$ cat config.mk
export PLATFORM = sky130hd
export DESIGN_NAME = fetch_unit
export DESIGN_NICKNAME = d
export VERILOG_FILES = /design/src/rtl/fetch_unit.sv
export SDC_FILE = /design/constraint.sdc
export NUM_CORES = 1
export LEC_CHECK = 0
export BUFFER_PORTS_ARGS = -buffer_cell sky130_fd_sc_hd__buf_2
export CAP_MARGIN = 20
export CORE_MARGIN = 4
export CORE_UTILIZATION = 53
export CTS_BUF_LIST = sky130_fd_sc_hd__clkbuf_4 sky130_fd_sc_hd__clkbuf_8 sky130_fd_sc_hd__clkbuf_16
export CTS_CLUSTER_SIZE = 12
export DETAILED_ROUTE_END_ITERATION = 10
export GPL_TIMING_DRIVEN = 0
export PLACE_DENSITY_LB_ADDON = 0.12
export SLEW_MARGIN = 20
export SYNTH_ARGS = -nofsm -noshare
export SYNTH_HDL_FRONTEND = slang
export SYNTH_SLANG_ARGS = --single-unit
$ cat constraint.sdc
create_clock -name clk -period 3.56 [get_ports clk]
set_input_delay 0.712 -clock clk [delete_from_list [all_inputs] [get_ports clk]]
set_output_delay 0.712 -clock clk [all_outputs]
set_load 0.05 [all_outputs]
$ cat src/rtl/fetch_unit.sv
// Instruction fetch stage: issues one IMEM request at a time, buffers a response
// that arrives during a stall, and drives the registered IF/ID stage plus PC_Next.
module fetch_unit #(
  parameter logic [31:0] NOP_INSTR = 32'h0000_0013
) (
  input  logic        clk,
  input  logic        rst,
  input  logic [31:0] PC,
  output logic [31:0] PC_Next,
  input  logic        stall_i,
  input  logic        redirect_i,
  input  logic [31:0] redirect_target_i,
  output logic        imem_req,
  output logic [31:0] imem_addr,
  input  logic        imem_ready,
  input  logic        imem_rvalid,
  input  logic [31:0] imem_rdata,
  output logic        ifid_valid,
  output logic [31:0] ifid_instr,
  output logic [31:0] ifid_pc,
  output logic [31:0] ifid_pc_plus4
);

  typedef enum logic [1:0] {
    ST_FETCH,
    ST_WAIT,
    ST_HOLD,
    ST_DISCARD
  } state_t;

  state_t      state_q, state_d;
  logic        ifid_valid_q, ifid_valid_d;
  logic [31:0] ifid_instr_q, ifid_instr_d;
  logic [31:0] ifid_pc_q, ifid_pc_d;
  logic [31:0] ifid_pc_plus4_q, ifid_pc_plus4_d;
  logic [31:0] hold_instr_q, hold_instr_d;
  logic [31:0] hold_pc_q, hold_pc_d;

  logic        load_new;
  logic [31:0] load_instr;
  logic [31:0] load_pc;
  logic [31:0] pc_plus4;
  logic [31:0] redirect_pc;

  always_comb begin
    state_d         = state_q;
    hold_instr_d    = hold_instr_q;
    hold_pc_d       = hold_pc_q;
    ifid_valid_d    = ifid_valid_q;
    ifid_instr_d    = ifid_instr_q;
    ifid_pc_d       = ifid_pc_q;
    ifid_pc_plus4_d = ifid_pc_plus4_q;
    load_new        = 1'b0;
    load_instr      = imem_rdata;
    load_pc         = PC;
    imem_req        = 1'b0;
    imem_addr       = PC;
    pc_plus4        = PC + 32'd4;
    redirect_pc     = redirect_target_i & ~32'h0000_0003;

    unique case (state_q)
      ST_FETCH: begin
        if (!redirect_i) begin
          imem_req = 1'b1;
          if (imem_ready) state_d = ST_WAIT;
        end
      end
      ST_WAIT: begin
        if (imem_rvalid) begin
          if (redirect_i) begin
            state_d = ST_FETCH;
          end else if (stall_i) begin
            state_d      = ST_HOLD;
            hold_instr_d = imem_rdata;
            hold_pc_d    = PC;
          end else begin
            load_new = 1'b1;
            state_d  = ST_FETCH;
          end
        end else if (redirect_i) begin
          state_d = ST_DISCARD;
        end
      end
      ST_HOLD: begin
        load_instr = hold_instr_q;
        load_pc    = hold_pc_q;
        if (redirect_i) begin
          state_d = ST_FETCH;
        end else if (!stall_i) begin
          load_new = 1'b1;
          state_d  = ST_FETCH;
        end
      end
      ST_DISCARD: begin
        if (imem_rvalid) state_d = ST_FETCH;
      end
      default: state_d = ST_FETCH;
    endcase

    // Flush beats stall; stall keeps every IF/ID field, including pc fields.
    if (redirect_i) begin
      ifid_valid_d = 1'b0;
      ifid_instr_d = NOP_INSTR;
    end else if (!stall_i) begin
      if (load_new) begin
        ifid_valid_d    = 1'b1;
        ifid_instr_d    = load_instr;
        ifid_pc_d       = load_pc;
        ifid_pc_plus4_d = load_pc + 32'd4;
      end else begin
        ifid_valid_d = 1'b0;
        ifid_instr_d = NOP_INSTR;
      end
    end

    if (redirect_i)    PC_Next = redirect_pc;
    else if (load_new) PC_Next = pc_plus4;
    else               PC_Next = PC;

    if (!rst) begin
      imem_req = 1'b0;
      PC_Next  = '0;
    end
  end

  always_ff @(posedge clk) begin
    if (!rst) begin
      state_q         <= ST_FETCH;
      ifid_valid_q    <= 1'b0;
      ifid_instr_q    <= NOP_INSTR;
      ifid_pc_q       <= '0;
      ifid_pc_plus4_q <= 32'd4;
      hold_instr_q    <= '0;
      hold_pc_q       <= '0;
    end else begin
      state_q         <= state_d;
      ifid_valid_q    <= ifid_valid_d;
      ifid_instr_q    <= ifid_instr_d;
      ifid_pc_q       <= ifid_pc_d;
      ifid_pc_plus4_q <= ifid_pc_plus4_d;
      hold_instr_q    <= hold_instr_d;
      hold_pc_q       <= hold_pc_d;
    end
  end

  assign ifid_valid    = ifid_valid_q;
  assign ifid_instr    = ifid_instr_q;
  assign ifid_pc       = ifid_pc_q;
  assign ifid_pc_plus4 = ifid_pc_plus4_q;

endmodule
==> impl_metrics.tcl <==
set metrics [dict create \
    status "completed" \
    grt_max_degree 17 \
    hold_start "ifid_pc_plus4[2]$_SDFFE_PN1P_" \
    ir_drop_mv 0.368 \
    routedWlPerCell_um 19.4 \
    first_global_vias 8693 \
    htree_levels 4 \
    die_height_um 138 \
    synthDistinctLibCells 60 \
    crit_start "state_q[0]$_SDFFE_PN0P_" \
    cellPowerDensity_nw_per_um2 516 \
    setup_viol 0 \
    grt_overflow 0 \
    io_pins 264 \
    syn2layout_area_growth_pct 26.9 \
    synth_edf_count 0 \
    core_um2 16500 \
    critical_path_arrival_ns 2.74 \
    clkSinkCount 161 \
    cp-start-kind "flip-flop" \
    synth_ff_type "dfxtp_1" \
    clock_skew_ns 0.0116 \
    nFillCells 1431 \
    drc_errors 0 \
    vias 9331 \
    postCtsHoldBufs 0 \
    syn_nets 1204 \
    synth_seq_cells 161 \
    async_flop_share_pct 0 \
    timing.rr.end "ifid_pc_plus4[28]$_SDFFE_PN0P_" \
    cp-end-kind "primary output" \
    max_freq_mhz 289 \
    synth_top_area_share_pct 36.2 \
    grt_pass1_wl_um 47000 \
    first_pass_iters 6 \
    clkTransAtPathRegs_ns 0.06 \
    cap_violations 0 \
    dpl_worst_slack_ns -0.158 \
    use_met1_pct 39.8 \
    r2r_slack_ns 0.24 \
    cts-buffers-inserted 17 \
    ant_nets 0 \
    ys_top_cells_by_area "dfxtp_1 36%, nand2_1 8.9%, mux2i_1 6.2%" \
    initial_core_util_pct 53.9 \
    drt-initial-drc-count 892 \
    regToRegStartpoint "state_q[0]$_SDFFE_PN0P_" \
    worstSkewPairLatency_ns 0.43 \
    ys_seq_area_share_pct 36.2 \
    die_w_um 138 \
    dp_hpwl_um 22900 \
    drt-total-wl_um 31200 \
    antenna_cells 0 \
    p_leak_nw 5.04 \
    finalPower_mw 5.84 \
    globalplace.congestion 0.974 \
    slew_headroom_pct 49.9 \
    cts_root_buf "clkbuf_16" \
    final_layout_size_suffix_gt1_share_pct 28.5 \
    seq_area_um2 3230 \
    die_area_um2 19000 \
    cts_tree "done" \
    grt.met3_usage_pct 8.04 \
    synth_area_leader_cell "dfxtp_1" \
    fp-row-count 47 \
    io_buffers 250 \
    period_minus_slack_ns 3.45 \
    postSynthCellCount 1095 \
    holdPathStages 1 \
    critPathKind "flip-flop to primary output" \
    avgSynthCellArea_um2 8.14 \
    worst-path-max-fanout 10 \
    setup_slack_ns 0.106 \
    fin_nets 1484 \
    hold_viol_final 0 \
    min_to "ifid_pc_plus4[2]$_SDFFE_PN1P_" \
    grt_usage_pct 32.1 \
    grt_setup_unrepaired "yes" \
    yosysWarnings 0 \
    fin_crit_sh_pct 97.0 \
    netlist_area_um2 8910 \
    clk_path_buf_depth 2 \
    hp-class "flip-flop to flip-flop" \
    routed_via_density 5.80 \
    slew_violations 0 \
    multiInputGateArea_um2 5110 \
    grt.busiest_layer "met2" \
    antenna_found_initial 1 \
    r2r_cells 15 \
    use_met2_pct 53.0 \
    required_ns 2.85 \
    tightest_slew_ns 0.751 \
]
==> state kept, by name, summed over array words and instances, names as in the netlist <==
signal and cells:
hold_instr_q 32, hold_pc_q 32, ifid_instr 32, ifid_pc 32, ifid_pc_plus4 30, state_q 2
ifid_valid 1
==> cell usage after synthesis, drive strengths merged, types with 16 or more instances <==
library cell,number
o21ai,38
buf,63
a21oi,50
dfxtp,161
clkbuf,58
mux2i,55
nor2,72
nand3,58
o211a,42
xnor2,29
nand2,212
nand4,16
a21boi,71
==> per-stage QoR <==
| stage | cell area, um^2 | TNS [ns] | instances | hold WS, ns | utilization, % |
|---|---|---|---|---|---|
| after floorplan | 8910 | 0 | 1095 | 0.440 | - |
| after global placement | 10400 | -0.647 | 1565 | 0.430 | 63.2 |
| after detailed placement | 10400 | -0.943 | 1565 | 0.444 | 63.2 |
| after CTS | 11200 | 0 | 1601 | 0.460 | 67.6 |
| after global routing | 11300 | -0.0338 | 1608 | 0.486 | 68.4 |
| final | 11300 | 0 | 1608 | 0.453 | 68.4 |
==> layout by cell type (no fill, tap or decap), drive strengths merged, types with 3 or more instances in the layout <==
cell       n
buf      320
nand2b    12
xnor2     29
nand3     58
nor3      12
clkinv     3
nor2      72
ha         7
o31ai      4
o31a       4
o21ai     38
and2      10
nor4      12
xor2       7
nand4     16
o211a     42
a21boi    71
o21a       4
dfxtp    161
mux2i     55
nand3b     9
nand4b     6
a21oi     50
a31o       3
and3       7
nor3b     10
a21o       3
o311ai     7
o22ai      3
nand2    212
mux2      12
a22oi      6
inv       15
clkbuf    84
o2111ai    3
bufinv     3
==> report_power, final <==
group | leakage (nW) | switching [mW] | internal, mW | total [mW]
logic | 3.43 | 1.27 | 0.655 | 1.92
registers | 1.30 | 0.0633 | 1.90 | 1.97
clock network | 0.307 | 0.775 | 1.17 | 1.95
==> how the worst max path moves through the flow <==
stage	end	slack (ns)
finish	PC_Next[10]	0.11
floorplan	PC_Next[31]	0.09
global route	PC_Next[26]	-0.02
global placement	ifid_pc_plus4[28]$_SDFFE_PN0P_	-0.15
CTS	PC_Next[28]	0.009
detailed placement	ifid_pc_plus4[28]$_SDFFE_PN0P_	-0.16
==> worst max-delay path, stage by stage (launching register included) <==
cell,delay (ns)
dfxtp_2,0.34
inv_2,0.07
ha_2,0.19
buf_6,0.11
buf_6,0.14
a21o_1,0.15
nand4_1,0.10
buf_4,0.17
buf_6,0.14
buf_4,0.16
o21a_1,0.18
o311a_1,0.34
buf_2,0.22
==> layer usage <==
layer / up-vias / share of wire [%]
met3: 99 / 10
met5: - / 0.042
met1: 4360 / 39
li1: 4351 / -
met2: 519 / 46
met4: 2 / 4.0
==> logic make-up after synthesis <==
| group | count (synthesis) | synth area share, % |
|---|---|---|
| and+or+nand+nor | 444 | 23.7 |
| AOI/OAI and AO/OA | 247 | 20.3 |
| DFF | 161 | 36.2 |
| buffers and inverters | 133 | 7.58 |
| muxes | 67 | 7.69 |
| xor gates and xnor gates | 36 | 3.54 |
| adders and majority gates | 7 | 0.983 |
==> area by class of cell <==
type	count	share of cell area [%]
timing repair buffer	261	12.1
multi-input combinational	801	45.2
tap	220	2.43
inverter	12	0.398
clock inverter	10	1.32
buffer	121	5.83
clock buffer	22	4.21
sequential	161	28.5
==> repair_timing <==
| item | 4_1_cts | 5_1_grt |
|---|---|---|
| pin swaps | 3 | 5 |
| endpoints found under the setup margin | 26 | 26 |
| buffers inserted | 4 | 7 |
| resized for setup | 20 | 25 |
| endpoints found under the hold margin | 0 | 0 |
(Power assumes the default switching activity.)
